===== src/rtl/snn_pkg.sv =====
// rtl/snn_pkg.sv - shared sizes, FSM states and arithmetic helpers for the spiking step scheduler
// Contents: default sizes (DEF_N_IN, DEF_N_OUT, DEF_W), state_t, w_index(), sat_add(), sat_sub().
package snn_pkg;

  localparam int DEF_N_IN  = 4;
  localparam int DEF_N_OUT = 3;
  localparam int DEF_W     = 8;

  typedef enum logic [2:0] {
    S_IDLE,
    S_LEAK,
    S_ACC,
    S_FIRE,
    S_DONE
  } state_t;

  // Flat weight-store index for synapse (input i -> neuron n).
  function automatic int unsigned w_index(input int unsigned i, input int unsigned n,
                                          input int unsigned n_out);
    return i * n_out + n;
  endfunction

  // Unsigned add that clamps at all-ones instead of wrapping.
  function automatic logic [DEF_W-1:0] sat_add(input logic [DEF_W-1:0] a,
                                               input logic [DEF_W-1:0] b);
    logic [DEF_W:0] s;
    s = {1'b0, a} + {1'b0, b};
    return s[DEF_W] ? {DEF_W{1'b1}} : s[DEF_W-1:0];
  endfunction

  // Unsigned subtract that clamps at zero instead of wrapping.
  function automatic logic [DEF_W-1:0] sat_sub(input logic [DEF_W-1:0] a,
                                               input logic [DEF_W-1:0] b);
    return (a > b) ? (a - b) : '0;
  endfunction

endpackage


===== src/rtl/snn_neuron_state_bank.sv =====
// rtl/snn_neuron_state_bank.sv - per-neuron membrane potential and refractory counter storage
// Ports: clk, clr (synchronous clear of every entry), idx (neuron select for both read and write),
//        we/wr_pot/wr_refr (write port), rd_pot/rd_refr (combinational read of entry idx).
module snn_neuron_state_bank
  import snn_pkg::*;
#(
  parameter int N_OUT = DEF_N_OUT,
  parameter int W     = DEF_W,
  parameter int NW    = 2
) (
  input  logic          clk,
  input  logic          clr,
  input  logic [NW-1:0] idx,
  input  logic          we,
  input  logic [W-1:0]  wr_pot,
  input  logic [W-1:0]  wr_refr,
  output logic [W-1:0]  rd_pot,
  output logic [W-1:0]  rd_refr
);

  logic [W-1:0] pot_q  [N_OUT];
  logic [W-1:0] refr_q [N_OUT];

  always_ff @(posedge clk) begin
    if (clr) begin
      for (int i = 0; i < N_OUT; i++) begin
        pot_q[i]  <= '0;
        refr_q[i] <= '0;
      end
    end else if (we) begin
      pot_q[idx]  <= wr_pot;
      refr_q[idx] <= wr_refr;
    end
  end

  assign rd_pot  = pot_q[idx];
  assign rd_refr = refr_q[idx];

endmodule


===== src/rtl/snn_step_scheduler.sv =====
// rtl/snn_step_scheduler.sv - time-multiplexed leaky-integrate-and-fire timestep scheduler
// Ports: clk, rst_n (sync, active-low); tick/input_spikes start a step; threshold/leak_rate/
//        refractory are shadowed on the accepted tick; w_addr/w_data read the weight store with
//        one cycle latency; output_spikes/step_done report the finished step; busy, overrun
//        (sticky, cleared by overrun_clr).
module snn_step_scheduler
  import snn_pkg::*;
#(
  parameter int N_IN  = DEF_N_IN,
  parameter int N_OUT = DEF_N_OUT,
  parameter int W     = DEF_W,
  localparam int WA   = $clog2(N_IN * N_OUT),
  localparam int NW   = (N_OUT > 1) ? $clog2(N_OUT) : 1,
  localparam int CW   = (N_IN > 1) ? $clog2(N_IN) : 1
) (
  input  logic             clk,
  input  logic             rst_n,
  input  logic             tick,
  input  logic [N_IN-1:0]  input_spikes,
  input  logic [W-1:0]     threshold,
  input  logic [W-1:0]     leak_rate,
  input  logic [W-1:0]     refractory,
  output logic [WA-1:0]    w_addr,
  input  logic [W-1:0]     w_data,
  output logic [N_OUT-1:0] output_spikes,
  output logic             step_done,
  output logic             busy,
  output logic             overrun,
  input  logic             overrun_clr
);

  state_t          state_q, state_d;
  logic [NW-1:0]   n_q;
  logic [CW-1:0]   c_q;
  logic [W-1:0]    acc_q;
  logic [W-1:0]    thr_q, leak_q, refr_cfg_q;
  logic [N_IN-1:0] in_q;
  logic [N_OUT-1:0] spk_q;

  logic [W-1:0] rd_pot, rd_refr, wr_pot, wr_refr;
  logic         bank_we, fire_now;
  logic         accept, last_n, last_c, tick_drop;

  // The IDLE cycle that carries step_done still belongs to the previous step.
  assign accept    = (state_q == S_IDLE) && tick && !step_done;
  assign tick_drop = tick && ((state_q != S_IDLE) || step_done);
  assign last_n    = (n_q == NW'(N_OUT - 1));
  assign last_c    = (c_q == CW'(N_IN - 1));

  snn_neuron_state_bank #(.N_OUT(N_OUT), .W(W), .NW(NW)) u_bank (
    .clk     (clk),
    .clr     (!rst_n),
    .idx     (n_q),
    .we      (bank_we),
    .wr_pot  (wr_pot),
    .wr_refr (wr_refr),
    .rd_pot  (rd_pot),
    .rd_refr (rd_refr)
  );

  always_ff @(posedge clk) begin
    if (!rst_n) state_q <= S_IDLE;
    else        state_q <= state_d;
  end

  always_comb begin
    state_d  = state_q;
    bank_we  = 1'b0;
    fire_now = 1'b0;
    wr_pot   = acc_q;
    wr_refr  = '0;
    unique case (state_q)
      S_IDLE: if (accept) state_d = S_LEAK;
      S_LEAK: state_d = S_ACC;
      S_ACC:  if (last_c) state_d = S_FIRE;
      S_FIRE: begin
        bank_we = 1'b1;
        if (rd_refr != '0) begin
          // Refractory: the accumulated value is thrown away.
          wr_pot  = '0;
          wr_refr = rd_refr - 1'b1;
        end else if (acc_q >= thr_q) begin
          fire_now = 1'b1;
          wr_pot   = '0;
          wr_refr  = refr_cfg_q;
        end
        state_d = last_n ? S_DONE : S_LEAK;
      end
      S_DONE: state_d = S_IDLE;
      default: state_d = S_IDLE;
    endcase
  end

  always_ff @(posedge clk) begin
    if (!rst_n) begin
      n_q           <= '0;
      c_q           <= '0;
      acc_q         <= '0;
      thr_q         <= '0;
      leak_q        <= '0;
      refr_cfg_q    <= '0;
      in_q          <= '0;
      spk_q         <= '0;
      w_addr        <= '0;
      output_spikes <= '0;
      step_done     <= 1'b0;
      busy          <= 1'b0;
      overrun       <= 1'b0;
    end else begin
      step_done <= 1'b0;
      if (tick_drop)        overrun <= 1'b1;
      else if (overrun_clr) overrun <= 1'b0;

      unique case (state_q)
        S_IDLE: if (accept) begin
          in_q       <= input_spikes;
          thr_q      <= threshold;
          leak_q     <= leak_rate;
          refr_cfg_q <= refractory;
          n_q        <= '0;
          spk_q      <= '0;
          busy       <= 1'b1;
        end
        S_LEAK: begin
          acc_q  <= sat_sub(rd_pot, leak_q);
          w_addr <= WA'(w_index(0, int'(n_q), N_OUT));
          c_q    <= '0;
        end
        S_ACC: begin
          // w_data here belongs to input c_q; prefetch the next input's weight.
          if (in_q[c_q]) acc_q <= sat_add(acc_q, w_data);
          if (!last_c) begin
            w_addr <= WA'(w_index(int'(c_q) + 1, int'(n_q), N_OUT));
            c_q    <= c_q + 1'b1;
          end
        end
        S_FIRE: begin
          spk_q[n_q] <= fire_now;
          if (!last_n) n_q <= n_q + 1'b1;
        end
        S_DONE: begin
          output_spikes <= spk_q;
          step_done     <= 1'b1;
          busy          <= 1'b0;
        end
        default: ;
      endcase
    end
  end

endmodule

===== config.mk =====
export PLATFORM = sky130hd
export DESIGN_NAME = snn_step_scheduler
export DESIGN_NICKNAME = d
export VERILOG_FILES = /design/src/rtl/snn_pkg.sv /design/src/rtl/snn_neuron_state_bank.sv /design/src/rtl/snn_step_scheduler.sv
export SDC_FILE = /design/constraint.sdc
export NUM_CORES = 1
export LEC_CHECK = 0
export ABC_CLOCK_PERIOD_IN_PS = 3250
export CAP_MARGIN = 20
export CORE_ASPECT_RATIO = 0.7
export CORE_UTILIZATION = 40
export DETAILED_ROUTE_END_ITERATION = 6
export GPL_ROUTABILITY_DRIVEN = 1
export GPL_TIMING_DRIVEN = 0
export PLACE_DENSITY = 0.66
export SLEW_MARGIN = 10
export SYNTH_ARGS = -nofsm -noshare
export SYNTH_HDL_FRONTEND = slang
export SYNTH_SLANG_ARGS = --single-unit

===== constraint.sdc =====
create_clock -name clk -period 3.25 [get_ports clk]
set_input_delay 0.4875 -clock clk [delete_from_list [all_inputs] [get_ports clk]]
set_output_delay 0.4875 -clock clk [all_outputs]
set_load 0.02 [all_outputs]

==> flow_metrics.tcl, run 1 <==
set metrics [dict create \
    grt_overflow_total 0 \
    r2r-start "acc_q[0]" \
    place_hpwl_um 11270 \
    numPortBuffers 48 \
    postSynthAreaPerCell_sq_um 10.33 \
    utilization_pct 50.77 \
    initial_core_util_pct 41.80 \
    finalHoldViolCount 0 \
    critical_path.startpoint_type "flop" \
    fill_cells 1326 \
    syn_area_sq_um 6251 \
    final_max_slew_viol_count 0 \
    cts_buffers 17 \
    drt_iter0_markers 427 \
    worst-path-max-fanout 10 \
    hold_buffers 0 \
    hold_start "in_q[2]" \
    clk_latency_ns 0.42 \
    grt_pass1_wl_um 25760 \
    chipWidth_um 151.4 \
    setup_viol 0 \
    final_nets 748 \
    grtUsageTotal_pct 21.67 \
    worst_pin_slew_ns 1.142 \
    crit_arrival_ns 3.25 \
    crit_required_ns 3.42 \
    pin_count 50 \
    drv_cap 0 \
    antenna_found_initial 0 \
    hold-worst-slack_ns 0.4558 \
    synth-async-reset-ratio_pct 0 \
    peakVddDrop_mv 0.3403 \
    clk_pin_slew_worst_paths_ns 0.06 \
    totalWireLength_um 16160 \
    period_minus_slack_ns 3.076 \
    crit_start "acc_q[0]" \
    vias_per_cell 5.543 \
    cts_setup_buffers 0 \
    wl_per_cell_um 18.40 \
    yosysUniqueCellTypes 60 \
    crit_path_end_kind "flop" \
    yosys_warnings 0 \
    drc_errors 0 \
    outcome "completed" \
    chipHeight_um 106.6 \
    rsz0062_at_grt "no" \
    tritoncts "done" \
    ys.flop_type "edfxtp_1" \
    htreeDepth 4 \
    relSlewSlack_pct 23.38 \
    first_global_vias 4853 \
    detail-route-antenna-nets 0 \
    p_leak_nw 2.827 \
    antenna_cells 0 \
    finalCritPeriodShare_pct 94.63 \
    ys_seq_elements 122 \
    route.vias.total 4867 \
    syn_nets 683 \
    fin_skew_ns 0.01326 \
    worstHoldPathType "reg2reg" \
    coreArea_sq_um 14950 \
    grt_start_max_net_pins 17 \
    place.detailed.instances 848 \
    cts_sinks 122 \
    layout-drive-gt1-share_pct 10.40 \
    gp_congestion 0.9145 \
    path_class "reg2reg" \
    clk_path_buf_depth 2 \
    final_cells 878 \
    die_area_sq_um 16140 \
    areaGrowthSynthToFinish_pct 21.44 \
    synth_cells 605 \
    synth_edf_count 64 \
    num_rows 37 \
    fmaxAchievable_ghz 0.3252 \
    p_per_area_nw_per_um2 752.7 \
    cts_root_buf "clkbuf_16" \
    synth_seq_area_share_pct 49.32 \
    drtPass1Iterations 5 \
]
[final timing paths]
check	cells after the start	end	slack, ns
worst max-delay path	8	u_bank.pot_q[1][6]	0.17
worst min-delay path	2	in_q[2]	0.46
worst max register to register	8	u_bank.pot_q[1][6]	0.17
worst min register to register	2	in_q[2]	0.46
[cell type report]
type	instances	area (sq um)	share of cell area [%]
Buffer	25	107.6	1.418
Clock buffer	17	425.4	5.604
Clock inverter	15	188.9	2.489
Inverter	27	101.3	1.335
Multi-Input combinational cell	429	2959	38.98
Sequential cell	122	3084	40.63
Tap cell	195	244.0	3.214
Timing Repair Buffer	48	480.5	6.329
[synth_stat cells (7+ instances only)]
| master | number | area (sq um) |
|---|---|---|
| mux4_2 | 17 | 382.9 |
| inv_1 | 26 | 97.59 |
| a21oi_1 | 56 | 280.3 |
| nand2_1 | 78 | 292.8 |
| and3_1 | 12 | 75.07 |
| nand3_1 | 12 | 60.06 |
| ha_1 | 35 | 437.9 |
| nand2b_1 | 10 | 62.56 |
| nor2_1 | 57 | 214.0 |
| o21ai_0 | 21 | 105.1 |
| xnor2_1 | 11 | 96.34 |
| clkbuf_1 | 22 | 82.58 |
| and2_1 | 29 | 181.4 |
| dfxtp_1 | 58 | 1161 |
| nand4_1 | 7 | 43.79 |
| edfxtp_1 | 64 | 1922 |
[placed cells by master (no fill, tap or decap), types with 4 or more instances in the layout]
cell	instances
inv_1	26
nor3_1	6
nand2_1	77
dfxtp_1	57
a211oi_1	5
xor2_1	5
clkbuf_1	21
clkbuf_16	17
and3_1	12
o21a_1	5
a21o_1	4
clkinv_4	4
ha_1	35
clkdlybuf4s50_1	48
xnor2_1	11
mux4_2	17
o21ai_0	21
nand2b_1	10
and2_1	29
nand3_1	12
nor2b_1	5
a31oi_1	4
inv_6	4
nor2_1	57
a21oi_1	55
nor3b_1	4
nand4_1	7
edfxtp_1	64
[metrics by stage]
stage | area (sq um) | total power (W) | worst slack, ns | TNS (ns)
final | 7591 | 0.005713 | 0.1745 | 0
after global routing | 7591 | 0.005998 | 0.01944 | 0
after CTS | 7587 | 0.005698 | 0.01995 | 0
after detailed placement | 6975 | 0.003716 | -0.3296 | -8.404
after global placement | 6975 | 0.003650 | -0.2801 | -4.340
after floorplan | 6251 | 0.003171 | 0.3370 | 0
[layer usage]
layer	global-route usage (%)	share of wire [%]	up-vias
met5	0	0	-
met2	32.88	45	176
met3	5.277	6.6	26
met4	8.929	1.9	0
li1	-	-	2297
met1	29.53	47	2368
[logic make-up (layout without fill, tap and decap cells)]
group	Yosys count	in the layout	share of synthesized area, %
AOI/OAI and AO/OA	118	118	11.57
muxes	20	20	6.605
DFF	122	122	49.32
and+or+nand+nor	237	237	18.74
buffers and inverters	54	132	3.563
adders and majority gates	38	38	7.966
xor gates and xnor gates	16	16	2.242
[where the power goes]
part           leakage (nW)  internal (W)  switching, W
sequential             1.12       0.00180      0.000156
combinational          1.40      0.000681       0.00111
clock                 0.301       0.00122      0.000754
[sequential cells by signal, indices dropped and copies added (netlist names), 4 cells and up, named ones only]
name and count:
thr_q 8, leak_q 8, u_bank.refr_q 32, refr_cfg_q 8
w_addr 4, acc_q 8, in_q 4, u_bank.pot_q 32
[timing repair]
action / in CTS / in global routing
pin swaps: 0 / 1
hold endpoints to repair: 0 / 0
setup endpoints to repair: 58 / 32
resized for setup: 1 / 4
[worst max-delay path, stage by stage, from the launching register on]
cell and delay, ns:
dfxtp_1 0.43, inv_1 0.10, ha_1 0.28, nand2b_1 0.09, a2111oi_0 0.13, o31ai_2 0.93
o21ai_2 0.32, and2b_2 0.37, and2_1 0.18
No activity file was read; power rests on OpenSTA's default activity.
==> run 2, diff against run 1 <==
Settings changed: TNS_END_PERCENT set to 100.
==> results of run 2 <==
Final layout, timing and power as in run 1 (identical DEF).
==> run 3, diff against run 2 <==
Settings changed: CORE_MARGIN set to 4.
==> run 3 against run 2 <==
Sequential share of layout area decreased by 0.43 points. Sequential cell count is the same. Critical path depth up 4. Fmax about the same. Clock skew shrank 0.0077 ns. Routed wire length shrank 0.86%. Setup slack gained 0.00052 ns. Sequential power hardly changed. Via count down 2.4%. Total power increased by 3.1%. Register-to-register slack is essentially flat.
==> flow_metrics.tcl, run 3 (synthesis results as in run 1) <==
set metrics [dict create \
    tritoncts "done" \
    cpLargestDelayFamily "adder cells" \
    finalCritPeriodShare_pct 94.61 \
    vias_per_cell 5.406 \
    detail-route-antenna-nets 0 \
    crit_end "acc_q[6]" \
    crit_required_ns 3.55 \
    reg2reg_to "acc_q[6]" \
    cts_root_buf "clkbuf_16" \
    whs_path_depth 2 \
    drtPass1Iterations 5 \
    rr_worst_depth 12 \
    path_class "reg2reg" \
    crit_path_end_kind "flop" \
    peakVddDrop_mv 0.4262 \
    initial_core_util_pct 41.68 \
    final_cell_mix "nand2_1, edfxtp_1, dfxtp_1" \
    cts_buffers 17 \
    gp_congestion 0.8667 \
    clk_path_buf_depth 2 \
    cts_sinks 122 \
    grt_overflow_total 0 \
    p_leak_nw 2.851 \
    setup_viol 0 \
    critical_path.startpoint_type "flop" \
    layout-drive-gt1-share_pct 10.23 \
    chipHeight_um 112.6 \
    regToRegSetupSlack_ns 0.18 \
    worst-path-max-fanout 10 \
    fill_cells 1336 \
    grt_pass1_wl_um 25440 \
    numPortBuffers 48 \
    placedInstanceArea_sq_um 6975 \
    antenna_found_initial 0 \
    chipWidth_um 157.4 \
    first_global_vias 4748 \
    totalWireLength_um 16020 \
    grtUsageTotal_pct 18.63 \
    path_depth 12 \
    final_common_cell "nand2_1" \
    crit_arrival_ns 3.38 \
    antenna_cells 0 \
    utilization_pct 51.13 \
    worst_path_most_repeated_cell "inv_1" \
    period_minus_slack_ns 3.075 \
    cp.buffers_inverters 3 \
    num_rows 37 \
    drt_iter0_markers 424 \
    areaGrowthSynthToFinish_pct 22.70 \
    pin_count 50 \
    grt_start_max_net_pins 17 \
    largest_registers "u_bank.pot_q: 32 flops, u_bank.refr_q: 32 flops" \
    coreArea_sq_um 15000 \
    drv_cap 0 \
    final_max_slew_viol_count 0 \
    drc_errors 0 \
    route.vias.total 4752 \
    clk_latency_ns 0.42 \
    wl_per_cell_um 18.22 \
    p_per_area_nw_per_um2 768.2 \
    slowest_delay_ns 0.56 \
    rsz0062_at_grt "no" \
    die_area_sq_um 17720 \
    finalHoldViolCount 0 \
    place_hpwl_um 11220 \
    outcome "completed" \
    place.detailed.instances 848 \
    fin_skew_ns 0.005578 \
    htreeDepth 4 \
    cts_setup_buffers 0 \
    final_cells 879 \
    fmaxAchievable_ghz 0.3252 \
    crit_path_top_delay_cell "dfxtp_1" \
    relSlewSlack_pct 25.57 \
    worst_pin_slew_ns 1.110 \
    tns_ns 0 \
    power_w 0.005892 \
    design_area_sq_um 7670 \
    worstHoldPathType "reg2reg" \
    cp_cell_sequence "clkbuf_4 > mux4_2 > inv_1 > ha_1 > inv_1 > fa_1 > nand3_1 > a21boi_0 > o21a_1 > or3_1 > a31oi_1 > a21oi_1" \
    final_nets 749 \
    clk_pin_slew_worst_paths_ns 0.06 \
]
## run 3: final cells by class
| type | count | area, sq um | share of cell area [%] |
|---|---|---|---|
| sequential | 122 | 3083 | 40.20 |
| multi-input combinational | 429 | 2959 | 38.58 |
| timing repair buffer | 48 | 480.5 | 6.264 |
| clock buffer | 17 | 425.4 | 5.546 |
| clock inverter | 15 | 246.5 | 3.214 |
| tap | 195 | 244.0 | 3.181 |
| buffer | 26 | 130.1 | 1.697 |
| inverter | 27 | 101.3 | 1.321 |
## run 3: stage by stage
| step | hold WS (ns) | setup WS (ns) |
|---|---|---|
| 2_1_floorplan | 0.4319 | 0.3370 |
| 3_3_place_gp | 0.4412 | -0.3700 |
| 3_5_place_dp | 0.4494 | -0.3476 |
| 4_1_cts | 0.4573 | 0.02130 |
| 5_1_grt | 0.4728 | 0.004304 |
| 6_report | 0.4573 | 0.1750 |
## run 3: worst min-delay path by stage
| stage | startpoint | endpoint | slack (ns) |
|---|---|---|---|
| 2_1_floorplan | refr_cfg_q[3] | refr_cfg_q[3] | 0.43 |
| 3_5_place_dp | in_q[0] | in_q[0] | 0.45 |
| 4_1_cts | in_q[0] | in_q[0] | 0.46 |
| 5_1_grt | refr_cfg_q[7] | refr_cfg_q[7] | 0.47 |
| 6_report | in_q[0] | in_q[0] | 0.46 |
| 3_3_place_gp | in_q[2] | in_q[2] | 0.44 |
## run 3: power breakdown
part / switching (W) / total (W) / internal (W)
Sequential: 0.000154 / 0.00195 / 0.00180
Clock: 0.000727 / 0.00217 / 0.00144
Combinational: 0.00109 / 0.00178 / 0.000687
## run 3: worst register-to-register path: cells and delay by family (launching register included)
family          cells  cell delay, ns
compound gates      4            0.54
fa+ha+maj           2            0.59
buf+inv             3            0.49
flops               1            0.56
mux                 1            0.33
simple gates        2            0.45
## run 3: repair_timing
action,4_1_cts,5_1_grt
hold buffers,0,0
setup endpoints to repair,58,18
pin swaps,0,1
resized for setup,1,6
## run 3: routing by layer
layer | vias up | global-route usage (%) | wire length [um]
met2 | 135 | 27.74 | 7135
met3 | 16 | 4.470 | 914
met1 | 2314 | 27.26 | 7812
met5 | - | 0 | 0
li1 | 2287 | - | -
met4 | 0 | 4.814 | 155
